## src/rtl/imm_ext_pipe.sv

```systemverilog
// Immediate extender (zero/sign/upper/shifted-offset) feeding a registered 2-entry
// valid/ready output buffer; outputs come straight from the head register.
module imm_ext_pipe #(
  parameter int IN_W  = 16,
  parameter int OUT_W = 32,
  parameter int SHIFT = 2
) (
  input  logic             clk,
  input  logic             reset,
  input  logic             in_valid,
  output logic             in_ready,
  input  logic [IN_W-1:0]  in_imm,
  input  logic [1:0]       in_mode,
  output logic             out_valid,
  input  logic             out_ready,
  output logic [OUT_W-1:0] out_data,
  output logic             out_neg
);

  function automatic logic [OUT_W-1:0] extend(input logic [IN_W-1:0] imm,
                                               input logic [1:0]      mode);
    logic signed [OUT_W-1:0] sx;
    sx = {{(OUT_W-IN_W){imm[IN_W-1]}}, imm};
    unique case (mode)
      2'b00:   extend = {{(OUT_W-IN_W){1'b0}}, imm};
      2'b01:   extend = sx;
      2'b10:   extend = {imm, {(OUT_W-IN_W){1'b0}}};
      default: extend = sx <<< SHIFT;
    endcase
  endfunction

  logic [1:0]       count;
  logic             vld_p1;
  logic             push;
  logic             pop;
  logic [OUT_W-1:0] ext_p0;
  logic             neg_p0;
  logic [OUT_W-1:0] head_data_p1;
  logic             head_neg_p1;
  logic [OUT_W-1:0] tail_data_p1;
  logic             tail_neg_p1;

  // p0: combinational extension of the incoming immediate
  assign ext_p0 = extend(in_imm, in_mode);
  assign neg_p0 = in_imm[IN_W-1];

  assign in_ready  = (count != 2'd2) & ~reset;
  assign vld_p1    = (count != 2'd0);
  assign push      = in_valid & in_ready;
  assign pop       = vld_p1 & out_ready;
  assign out_valid = vld_p1;
  assign out_data  = head_data_p1;
  assign out_neg   = head_neg_p1;

  // p1: head register is the presented entry; it is cleared on reset so out_data reads 0
  always_ff @(posedge clk) begin
    if (reset) begin
      count        <= 2'd0;
      head_data_p1 <= '0;
      head_neg_p1  <= 1'b0;
    end else begin
      unique case ({push, pop})
        2'b10: begin
          if (count == 2'd0) begin
            head_data_p1 <= ext_p0;
            head_neg_p1  <= neg_p0;
          end
          count <= count + 2'd1;
        end
        2'b01: begin
          if (count == 2'd2) begin
            head_data_p1 <= tail_data_p1;
            head_neg_p1  <= tail_neg_p1;
          end
          count <= count - 2'd1;
        end
        2'b11: begin
          // only reachable at count==1: the new entry replaces the popped head
          head_data_p1 <= ext_p0;
          head_neg_p1  <= neg_p0;
        end
        default: ;
      endcase
    end
  end

  // Second slot only holds data while the head is occupied and not leaving
  always_ff @(posedge clk) begin
    if (push && !pop && count == 2'd1) begin
      tail_data_p1 <= ext_p0;
      tail_neg_p1  <= neg_p0;
    end
  end

endmodule
```

## config.mk

```make
export PLATFORM = sky130hd
export DESIGN_NAME = imm_ext_pipe
export DESIGN_NICKNAME = d
export VERILOG_FILES = /design/src/rtl/imm_ext_pipe.sv
export SDC_FILE = /design/constraint.sdc
export NUM_CORES = 1
export LEC_CHECK = 0
export BUFFER_PORTS_ARGS = -buffer_cell sky130_fd_sc_hd__buf_2
export CORE_ASPECT_RATIO = 0.9
export CORE_UTILIZATION = 59
export CTS_CLUSTER_SIZE = 14
export DETAILED_ROUTE_END_ITERATION = 7
export PLACE_DENSITY = 0.85
export SLEW_MARGIN = 15
export SYNTH_ARGS = -nofsm -noshare
export SYNTH_HDL_FRONTEND = slang
export SYNTH_SLANG_ARGS = --single-unit
```

## constraint.sdc

```tcl
create_clock -name clk -period 7.3 [get_ports clk]
set_input_delay 0.73 -clock clk [delete_from_list [all_inputs] [get_ports clk]]
set_output_delay 0.73 -clock clk [all_outputs]
set_load 0.005 [all_outputs]
```

Word-level counts from Yosys, hierarchy flattened
Cells that the tools add are included.
- add/sub/neg operators: 2
- equality and inequality tests: 10
- muxes and demuxes: 8
- bitwise operators: 4
- reduce and logical (&&, ||, !) cells: 9
- operator list (kind ; number):
    32-bit one-hot mux with 3 select lines ; 2
    32-bit two-way mux ; 2
    2-bit == test, second input constant ; 4
    2-bit by 1-bit == test with 1-bit output, second input constant ; 3
    2-bit inequality test, second input constant ; 3
    2-bit logical NOT ; 2
    2-bit one-hot mux with 2 select lines ; 1
    2-bit nonzero test ; 2
    1-bit bitwise AND ; 3
    1-bit one-hot mux with 3 select lines ; 1
    3-bit AND reduction ; 1
    3-bit nonzero test ; 1
    2-bit by 1-bit adder with 2-bit output, second input constant ; 1
    1-bit logical AND ; 2
    1-bit two-way mux ; 2
    2-bit by 1-bit subtractor with 2-bit output, second input constant ; 1
    1-bit logical NOT ; 1
    1-bit NOT ; 1
- flip-flop bits (word level): 68
- output and inout port bits: 35
- logic and storage cells: 38

Depth between registers and ports, before layout
- depth after elaboration: 6
- mapped depth: 12
- mapped depth without buffers: 9

Worst setup path before layout
OpenSTA, ideal clock, no wires.
- kind: input -> register
- from: in reset
- to: reg tail_data_p1[0] (enable)
- library setup time: 0.393 ns
- arrival: 2.251 ns
- setup slack: 4.656 ns
- stages on the path: 5
- buffers on the path: 1
- cell sequence: or3b_1 -> buf_6 -> inv_1 -> ha_1 -> and2_1
- longest elaborated chain between the ends: 5
- ends and longest elaborated chain (element ; RTL line ; RTL):
    from (decl) ; 9 ; input logic reset,
    1-bit NOT ; 47 ; assign in_ready = (count != 2'd2) & ~reset;
    1-bit bitwise AND ; 47 ;
    1-bit bitwise AND ; 49 ; assign push = in_valid & in_ready;
    1-bit logical AND (2 in a row) ; 89 ; if (push && !pop && count == 2'd1) begin
    to (signal assigned) ; 90 ; tail_data_p1 <= ext_p0;
    to (decl) ; 40 ; logic [OUT_W-1:0] tail_data_p1;
Every way passes these cells.
A chain may end at the register's enable or synchronous reset.

Final worst setup path
- from: reg count[0]
- to: reg head_data_p1[17], in the netlist out_data[17]
- longest elaborated chain between the ends: 6
- elaborated cells on any way between the ends: 15
- classes of those cells: eq/ne (7); mux (1); bitwise (3); reduce/logical (4)
- ends and longest elaborated chain (element ; RTL line ; RTL):
    from (decl) ; 32 ; logic [1:0] count;
    from (signal assigned) ; 68 ; count <= count + 2'd1;
    from (signal assigned) ; 75 ; count <= count - 2'd1;
    2-bit inequality test ; 47 ;
    1-bit bitwise AND ; 47 ;
    1-bit bitwise AND ; 49 ;
    2-bit by 1-bit == test with 1-bit output or 2-bit == test (tied branches) ; 62 ; unique case ({push, pop})
    2-bit inequality test (no line) or 3-bit nonzero test (tied branches) ; -- ;
    3-bit AND reduction (no line) ; -- ;
    to (signal assigned) ; 65 ; head_data_p1 <= ext_p0;
    to (signal assigned) ; 72 ; head_data_p1 <= tail_data_p1;
    to (signal assigned) ; 79 ; head_data_p1 <= ext_p0;
    to (decl) ; 38 ; logic [OUT_W-1:0] head_data_p1;
Several ways; a longest one is shown, not always the timed one.

==> results.toml <==
[cts]
insertion_delay_ns = 0.34
cts_inserted_buffers = 9
tritoncts = "built"
path_clk_slew_ns = 0.06
post_cts_resized = 0
clock_sinks = 68
cts_setup_buffers = 0
root_buffer = "clkbuf_8"
ctsHoldBuffers = 0
clock_path_buffers = 2
htreeDepth = 3

[run]
drv_cap = 0

[route]
antenna_left = 0
drt_iter0_markers = 90
met3_length_um = 330
post-route-drc-count = 0
wirelength_um = 5910
post_drt_wl_per_cell_um = 16.1
vias = 2103
top_layer = "met4"
viasPerCell = 5.75
met1_length_um = 2710
met2WireLength_um = 2800
dr.pass1.iters = 4

[worst_setup_path]
endpoint_kind = "flip-flop"
setup.worst_path.start_class = "flip-flop"
crit_arrival_ns = 2.83
criticalPathCategory = "reg -> reg"
crit_fanout = 28
critPathRequiredTime_ns = 7.58

[power]
power.total_mw = 1.08
p_per_area_nw_per_um2 = 311
leakage_nw = 1.56
ir_drop_mv = 0.226

[timing]
rsz0062_at_grt = "no"
fin_crit_sh = 0.350
slew-limit-headroom = 0.477
tns_ns = 0
hold_ws_ns = 0.473
finalCriticalPeriod_ns = 2.55
fmax_mhz = 392
drv_slew = 0
skew_ns = 0.00755
tightestPinTransition_ns = 0.785
setup_viol = 0
hold_viol_final = 0

[logic_synthesis]
synth.top_cell.area_share = 0.323
synth_xor_area_frac = 0.00285
synthAdderAreaFrac = 0.0204
yosysWarnings = 0
postSynthCellCount = 246
synthFlopType = "dfxtp_1"
ys_async_sr_fraction = 0
syn_avg_cell_area_sq_um = 12.5
synthSimpleGateAreaFrac = 0.0526
seq_area_frac_synth = 0.551
synth_fp_nets = 273
synth_area_leaders = "edfxtp_1 (32%), dfxtp_1 (23%), a22o_1 (12%)"
synth_top_family_by_area = "compound AO/OA/AOI/OAI gates"
ys_ff_latch = 68
synth-compound-area-share = 0.234
synth_top_cell_by_area = "edfxtp_1"
synth.distinct_cells = 34
synth_edf_count = 33
synth.area.mux_share = 0.0762
synth.cell_area_sq_um = 3070

[placed_design]
io_buffer_count = 56
dpl_cell_area_sq_um = 3320
dpl.hpwl_um = 4050
placedCellCount = 350
place.gp.congestion = 0.858

[die]
start_util = 0.623
num_rows = 24
dieHeight_um = 70.4
die_area_sq_um = 5490
ioPinCount = 57
die_w_um = 78.0
core_sq_um = 4920

[cells_and_area]
multi_input_area_sq_um = 1180
post_layout_nonfiller_instances = 366
area_growth_pct = 13.1
final_nets = 323
final_area_sq_um = 3470
drive_gt1_frac = 0.309
seq_area_sq_um = 1690
fillers = 378
diodes = 0

[global_routing]
grt_max_degree = 47
antenna_found_initial = 0
grt_pass1_wl_um = 9650
grt_remaining_overflow = 0
first_global_vias = 1968
grtUsageTotal = 0.236

[run_status]
status = "complete, no violations"

[min_path]
min_path_type = "reg -> reg"
## sequential cells by signal (all words and copies together) (netlist names)
| name | flops |
|---|---|
| tail_data_p1 | 32 |
| tail_neg_p1 | 1 |
| out_neg | 1 |
| count | 2 |
| out_data | 32 |
## metal layers
metal  vias to the layer above  global-route usage
met5                         -                   0
met4                         0              0.0782
met3                         7              0.0810
met2                        67               0.369
met1                       989               0.307
li1                       1040                   -
## where the power goes
part           internal [mW]  switching, mW  leakage, nW  total (mW)
logic                  0.158          0.182        0.891       0.340
registers              0.467         0.0275        0.588       0.494
clock network          0.119          0.124       0.0769       0.244
total                  0.745          0.334         1.56        1.08
## critical path, stage by stage (launching register included)
cell and delay (ns):
dfxtp_1 0.38, inv_1 0.08, ha_1 0.25, or3b_1 0.50
inv_1 0.10, ha_1 0.17, and4bb_1 0.27, nor3_2 0.20
buf_4 0.33, a22o_1 0.20
## cell usage after synthesis (all sizes together), types with 3 or more instances
cell type and n:
nor2 7, nand2 6, mux2 19, edfxtp 33, a21o 14, clkbuf 5
ha 5, a311oi 3, inv 16, and2 3, a211oi 3, a221oi 10
a22o 43, buf 15, dfxtp 35, a21oi 11
## cell type report
class | instances | area share
clock buffer | 12 | 0.0389
inverter | 16 | 0.0173
timing repair buffer | 59 | 0.0872
multi-input combinational | 142 | 0.341
sequential | 68 | 0.487
clock inverter | 4 | 0.00468
tap | 65 | 0.0234
## per-stage QoR
step	util	setup WS (ns)
4_1_cts	0.705	4.76
3_5_place_dp	0.674	4.51
5_1_grt	0.705	4.60
2_1_floorplan	-	4.66
3_3_place_gp	0.674	4.64
6_report	0.705	4.75
## kinds of logic (layout without fill, tap and decap cells)
family,after synthesis,in the layout
and+or+nand+nor,27,27
xor gates and xnor gates,1,1
buffers and inverters,36,91
DFF,68,68
adders and majority gates,5,5
muxes,21,21
AOI/OAI and AO/OA,88,88
## path summary, 6_finish.rpt
path | startpoint | to | slack, ns | cells after the start
worst min-delay path | out_data[12] | out_data[12] | 0.47 | 1
worst max register to register | count[0] | out_data[17] | 4.75 | 9
worst min register to register | out_data[12] | out_data[12] | 0.47 | 1
worst max-delay path | count[0] | out_data[17] | 4.75 | 9
## placed cells by master, fill, tap and decap left out, drive strengths merged, types with 3 or more instances in the layout
master  netlist  layout
a211oi        3       3
a21o         14      14
a21oi        11      11
a221oi       10      10
a22o         43      43
a311oi        3       3
and2          3       3
buf          15      59
clkbuf        5      12
clkinv        0       4
dfxtp        35      35
edfxtp       33      33
ha            5       5
inv          16      16
mux2         19      19
nand2         6       6
nor2          7       7
(Power assumes the default switching activity.)
